[src/rtl/tpic_readback.sv]
// Readback engine for the TPIC relay-driver chain: re-shifts a commanded image
// through the chain without pulsing RCK and compares what falls out of TPIC.SO.
module tpic_readback #(
    parameter int WIDTH   = 432,
    parameter int CLK_DIV = 2
) (
    input  logic             clk_i,
    input  logic             reset_n_i,
    input  logic             start_i,
    input  logic [WIDTH-1:0] data_i,
    input  logic             tpic_miso_i,
    output logic             sclk_o,
    output logic             sout_o,
    output logic             rck_o,
    output logic             busy_o,
    output logic             done_o,
    output logic [WIDTH-1:0] readback_o,
    output logic             mismatch_o,
    output logic [15:0]      error_count_o
);

    localparam int BW = (WIDTH > 1) ? $clog2(WIDTH) : 1;
    localparam int DW = (CLK_DIV > 1) ? $clog2(CLK_DIV) : 1;
    localparam logic [BW-1:0] LAST_BIT = BW'(WIDTH - 1);
    localparam logic [DW-1:0] LAST_DIV = DW'(CLK_DIV - 1);

    typedef enum logic [2:0] {
        IDLE,
        LOAD,
        SHIFT_LO,
        SHIFT_HI,
        DONE
    } state_t;

    state_t           state_q, state_d;
    logic [DW-1:0]    divCnt_q, divCnt_d;
    logic [BW-1:0]    bitCnt_q, bitCnt_d;
    logic [WIDTH-1:0] shiftReg_q, shiftReg_d;
    logic [WIDTH-1:0] readback_q, readback_d;
    logic [15:0]      errCount_q, errCount_d;
    logic             mismatch_q, mismatch_d;
    logic             done_q, done_d;
    logic [BW-1:0]    capIdx;

    // The shift register doubles as the snapshot: its MSB is always the
    // commanded bit that belongs to the capture currently in progress.
    assign capIdx = LAST_BIT - bitCnt_q;

    always_ff @(posedge clk_i or negedge reset_n_i) begin
        if (!reset_n_i) begin
            state_q    <= IDLE;
            divCnt_q   <= '0;
            bitCnt_q   <= '0;
            shiftReg_q <= '0;
            readback_q <= '0;
            errCount_q <= '0;
            mismatch_q <= 1'b0;
            done_q     <= 1'b0;
        end else begin
            state_q    <= state_d;
            divCnt_q   <= divCnt_d;
            bitCnt_q   <= bitCnt_d;
            shiftReg_q <= shiftReg_d;
            readback_q <= readback_d;
            errCount_q <= errCount_d;
            mismatch_q <= mismatch_d;
            done_q     <= done_d;
        end
    end

    always_comb begin
        state_d    = state_q;
        divCnt_d   = divCnt_q;
        bitCnt_d   = bitCnt_q;
        shiftReg_d = shiftReg_q;
        readback_d = readback_q;
        errCount_d = errCount_q;
        mismatch_d = mismatch_q;
        done_d     = 1'b0;

        unique case (state_q)
            IDLE: begin
                if (start_i) begin
                    state_d    = LOAD;
                    shiftReg_d = data_i;
                    bitCnt_d   = '0;
                    divCnt_d   = '0;
                    errCount_d = '0;
                    mismatch_d = 1'b0;
                end
            end
            LOAD: begin
                state_d  = SHIFT_LO;
                divCnt_d = '0;
            end
            SHIFT_LO: begin
                if (divCnt_q == LAST_DIV) begin
                    // sclk rises on this edge; tpic_miso still holds the pre-edge bit.
                    state_d             = SHIFT_HI;
                    divCnt_d            = '0;
                    readback_d[capIdx]  = tpic_miso_i;
                    if ((tpic_miso_i != shiftReg_q[WIDTH-1]) && (errCount_q != 16'hFFFF))
                        errCount_d = errCount_q + 16'd1;
                end else begin
                    divCnt_d = divCnt_q + DW'(1);
                end
            end
            SHIFT_HI: begin
                if (divCnt_q == LAST_DIV) begin
                    divCnt_d = '0;
                    if (bitCnt_q == LAST_BIT) begin
                        state_d = DONE;
                    end else begin
                        state_d    = SHIFT_LO;
                        bitCnt_d   = bitCnt_q + BW'(1);
                        shiftReg_d = {shiftReg_q[WIDTH-2:0], 1'b0};
                    end
                end else begin
                    divCnt_d = divCnt_q + DW'(1);
                end
            end
            DONE: begin
                state_d    = IDLE;
                mismatch_d = (errCount_q != 16'd0);
                done_d     = 1'b1;
            end
            default: state_d = IDLE;
        endcase
    end

    assign sclk_o        = (state_q == SHIFT_HI);
    assign sout_o        = ((state_q == LOAD) || (state_q == SHIFT_LO) || (state_q == SHIFT_HI))
                           ? shiftReg_q[WIDTH-1] : 1'b0;
    assign rck_o         = 1'b0;
    assign busy_o        = (state_q != IDLE);
    assign done_o        = done_q;
    assign readback_o    = readback_q;
    assign mismatch_o    = mismatch_q;
    assign error_count_o = errCount_q;

endmodule

[config.mk]
export PLATFORM = sky130hd
export DESIGN_NAME = tpic_readback
export DESIGN_NICKNAME = d
export VERILOG_FILES = /design/src/rtl/tpic_readback.sv
export SDC_FILE = /design/constraint.sdc
export NUM_CORES = 2
export LEC_CHECK = 0
export CAP_MARGIN = 5
export CORE_MARGIN = 2
export CORE_UTILIZATION = 25
export DETAILED_ROUTE_END_ITERATION = 10
export DONT_BUFFER_PORTS = 1
export PLACE_DENSITY = 0.48
export SLEW_MARGIN = 20
export SYNTH_ARGS = -nofsm -noshare
export SYNTH_HDL_FRONTEND = slang
export SYNTH_SLANG_ARGS = --single-unit
[constraint.sdc]
create_clock -name clk_i -period 1.8 [get_ports clk_i]
set_clock_uncertainty 0.1 [all_clocks]
set_input_delay 0.27 -clock clk_i [delete_from_list [all_inputs] [get_ports clk_i]]
set_output_delay 0.27 -clock clk_i [all_outputs]
set_load 0.02 [all_outputs]
# After elaboration in Yosys (flattened, before gate mapping)
# Index checks and enable logic that the tools add are counted.
# word_totals
regBits	895
input_bits	436
out_inout_bits	454
# op_classes
addsub	4
order_cmp	2
n_eq_ne	12
muxes	26
reduce_logical	18
# ops
op	n
432-bit 2-to-1 mux	3
432-bit case mux with 2 select lines	1
432-bit bitwise mux	1
16-bit 2-to-1 mux	3
16-bit case mux with 2 select lines	1
9-bit 2-to-1 mux	3
9-bit case mux with 2 select lines	1
16-bit by 1-bit adder with 16-bit output (second input constant)	1
16-bit != test (second input constant)	1
16-bit nonzero test	1
3-bit 2-to-1 mux	4
3-bit case mux with 4 select lines	1
9-bit by 10-bit less-than comparator with 1-bit output (second input constant)	1
9-bit by 1-bit adder with 9-bit output (second input constant)	1
1-bit demux with 9-bit select	1
9-bit equality test (second input constant)	1
9-bit by 1-bit greater-or-equal comparator with 1-bit output (second input constant)	1
9-bit subtractor (first input constant)	1
2-bit != test (second input constant)	4
4-bit AND reduction	2
3-bit by 2-bit equality test with 1-bit output (second input constant)	2
2-bit AND reduction	3
2-bit nonzero test	3
3-bit nonzero test	2
13 further kinds	19

# Depth between registers and ports, before layout
# depth
ltp_word	6
ltp_mapped	9
ltp_nobuf	6

# Least setup slack after synthesis
# OpenSTA, ideal clock, no wires.
# synth_path
kind	reg2reg
startpoint	register errCount_q[0], in the netlist error_count_o[0]
endpoint	register errCount_q[8], in the netlist error_count_o[8]
arrival_ns	1.881
required_time_ns	1.579
path_slack_ns	-0.302
path_stages_with_launch	7
period_less_slack_ns	2.102
cell_sequence	dfrtp_1 ha_1 nand3_2 or3_4 o21ai_2 nor3_1 o22a_1
# synth_between
elab_chain_cells	4
# synth_lines
element	line	source
from (decl)	40	logic [15:0] errCount_q, errCount_d;
from (signal assigned)	65	errCount_q <= errCount_d;
16-bit by 1-bit adder with 16-bit output / 16-bit != test (equally long branches)	103, 102	
16-bit 2-to-1 mux / 1-bit logical AND (equally long branches)	102	if ((tpic_miso_i != shiftReg_q[WIDTH-1]) && (errCount_q != 16'hFFFF))
16-bit 2-to-1 mux / 2-bit != test (equally long branches)	n/a	
16-bit case mux with 2 select lines / 4-bit AND reduction (equally long branches)	n/a	
# Parallel ways exist; a longest one is shown, timed or not. The select of a mux whose other input is x is not followed.
# A chain may end at the register's enable or synchronous reset.

# Final worst setup path
# layout_path
startpoint	register state_q[0]
endpoint	register shiftReg_q[387]
# layout_between
elab_chain_cells	3
# layout_lines
element	line	source
from (decl)	35	state_t state_q, state_d;
from (signal assigned)	60	state_q <= state_d;
3-bit by 2-bit equality test with 1-bit output / 3-bit logical NOT (equally long branches)	81	unique case (state_q)
2-bit != test (no source line) (tied with other cells)	n/a	
4-bit AND reduction (no source line)	n/a	
to (signal assigned)	63	shiftReg_q <= shiftReg_d;
to (decl)	38	logic [WIDTH-1:0] shiftReg_q, shiftReg_d;
# Parallel ways exist; a longest one is shown, timed or not.

==> metrics.txt <==
final setup fails=897; Worst-path clk slew=around 0.060 ns; min Tclk post-route=2.23 ns; commonest non-fill, non-tap cell in the layout=nand2_1; setup TNS=-254.55 ns; Final WS setup=-0.434 ns; cell count along the critical path=9; Max-Cap Viols=0; CP max-delay cell=or4b_4; Synth area leader=dfrtp_1; CTS Sinks=895; Clock Path Buffers=3; Detail Route Antenna Nets=0; Starting Density=25.2%; Post-synth EDFFs=0; kind of cell adding the most delay to the critical path=simple AND/OR/NAND/NOR gates; crit end category=flip-flop; Synth Net Count=5024; CTS tree=yes; Hold Vio Cnt, Final=344; worst-path fanout max=12; Avg Inst Size Synth=8.57 um2; worst path bufs/invs=5; sequential fraction of the synthesis area=57.0%; Die H=400 um; grt met3 use=6.39%; failing checks=hold timing, setup timing; crit-path cells=buf_6 > or4b_4 > nand2_8 > buf_4 > buf_6 > buf_12 > clkbuf_16 > nor2_1 > a31oi_1; class of the worst hold path=in2async; Synth async-reset ratio=100%; vias per cell=approximately 5.1; most frequent cells in the layout=1351 x nand2_1, 889 x dfrtp_1, 454 x nor2_1; post-DP HPWL=109000 um; Top Usage Layer GRT=met2; largest cells by area after synthesis=dfrtp_1 57%, nand2_1 13%, a31oi_1 7.0%, o21ai_0 5.8%, nand3_1 5.7%; Worst Tran Pin Value=~1.1 ns; GPL Wtd Cong=0.815; required time worst endpoint=2.33 ns; chip width=400 um; synthesized cell area=approximately 40000 um2; YS warnings=0; Clock Latency Late Sink=0.70 ns; largest net degree at the start of global routing=896; crit path from=state_q[0]$_DFFE_PN0P_; total vias in the final route=between 30000 and 40000; TritonRoute pass-1 iters=6; Mapped Cells=4582; TritonCTS Buffers=103; CP startpoint kind=flip-flop; Distinct cells, synth=55; GR met2 Demand/Resource=30.9%; area fraction of the dominant cell type after synthesis=57.0%; Crit path top cell by count=buf_6; top_reg_cell synth=dfrtp_1; RR Startpoint=state_q[0]$_DFFE_PN0P_; Power Total=79.6 mW; Slew headroom=29.7%; number of global-route vias before repair=between 30000 and 40000; core footprint=156000 um2; RSZ-0062 raised after global routing=yes; gr usage total=between 10% and 20%; CTS root buf=clkbuf_16; fraction of layout cells with a size suffix above 1=12.3%; Seq cells post-synth=895; Pwr Density=roughly 1500 nW/um2; outcome=finished with violations; Worst EP arrival=approximately 2.8 ns; fin crit share=124%; VDD IR max=1390 uV; die area=160000 um2; 1st-iter DRT viols=4005; total gr overflow=0; Rows=about 150; DRC violations left=0; GRT met1 Usage=25.4%; Layout area overhead=36.6%; Routed WL per cell=around 23 um; RR Endpoint=shiftReg_q[387]$_DFFE_PN0P_; Max Slew Vio Count=0; max incr delay on CP=0.61 ns; f_max=between 400 and 500 MHz; # IOs=890; Detailed Route WL=170000 um; H-Tree Level Count=3; CP Class=reg2reg; initial antenna violation count=21; nets@finish=5580; Leak Pwr=approximately 20 nW; FF-to-FF path depth=9; register-to-register setup slack=-0.43 ns; global-route wire length before repair=242000 um; hold_ws=-0.852 ns; I/O Buffers=0
==> metal layers <==
layer	vias up	part of all wire, %	wire, um
met4	0	4.3	7340
li1	16600	-	-
met2	1776	45	76400
met5	-	0	0
met3	349	9.9	16700
met1	18200	41	69100
==> cells by family after synthesis <==
logic type | synth area share [%]
simple gates | 24.7
compound gates | 13.3
flops | 57.0
buf+inv | 4.59
xor+xnor | 0.134
fa+ha+maj | 0.191
other cells | 0.00955
==> worst max path at each step <==
stage | endpoint
after floorplan | shiftReg_q[100]$_DFFE_PN0P_
after global placement | shiftReg_q[312]$_DFFE_PN0P_
after detailed placement | shiftReg_q[222]$_DFFE_PN0P_
after CTS | busy_o
after global routing | shiftReg_q[209]$_DFFE_PN0P_
final | shiftReg_q[387]$_DFFE_PN0P_
==> worst register-to-register path, delay by kind of cell (launching register included) <==
family,cells,cell delay (ns)
AND/OR/NAND/NOR,3,0.84
buffers and inverters,5,0.68
flip-flops,1,0.40
AO/OA/AOI/OAI,1,0.16
==> area by class of cell <==
cell class / instances / area [um2]
fillers: 15700 / 102000
flip-flops and latches: 895 / 22400
multi-input cells: 3304 / 15400
repair buffers: 827 / 9680
clock buffers: 153 / 3060
well taps: 2058 / 2570
clock inverters: 36 / 474
diodes: 23 / 57.6
inverters: 7 / 42.5
==> through the flow <==
stage                     instances  util (%)  cell area, um2  setup WS, ns
final                          7303      34.4           53600        -0.434
after floorplan                4582         -           39400       -0.0475
after global routing           7299      34.4           53600        -0.543
after CTS                      7220      33.4           52200        -0.505
after detailed placement       6588      28.3           44100        -0.355
after global placement         6588      28.3           44100        -0.333
==> power breakdown <==
group / internal, mW / switching [mW]
logic: 11.4 / 15.6
clock network: 12.8 / 9.32
registers: 25.8 / 4.72
total: 50.0 / 29.6
==> state kept, by name (all words and copies together), names as in the netlist <==
name / flops
readback_o: 432
shiftReg_q: 432
error_count_o: 16
bitCnt_q: 9
state_q: 3
divCnt_q: 1
done_o: 1
mismatch_o: 1
==> synth_stat cells (all sizes together), types with 2 or more instances <==
cell type  number
xnor2           6
and2           11
a31oi         437
nand3         445
and3            4
nor3b           3
or3             3
nand4           7
nand2        1359
nor2b           6
a211oi          6
nor4            2
nor3           14
a21oi           7
clkbuf        169
buf           210
dfrtp         895
nand2b         10
nor2          493
ha              6
o31ai           4
inv             7
o21ai         458
o22a            2
or2             2
==> timing repair <==
item | in CTS | in global routing
hold buffers | 433 | 3
pin swaps | 3 | 3
hold endpoints to repair | 1770 | 372
gates cloned | 1 | 29
gates resized for setup | 19 | 87
buffers inserted | 9 | 20
endpoints found under the setup margin | 900 | 1143
(Power assumes the default switching activity.)
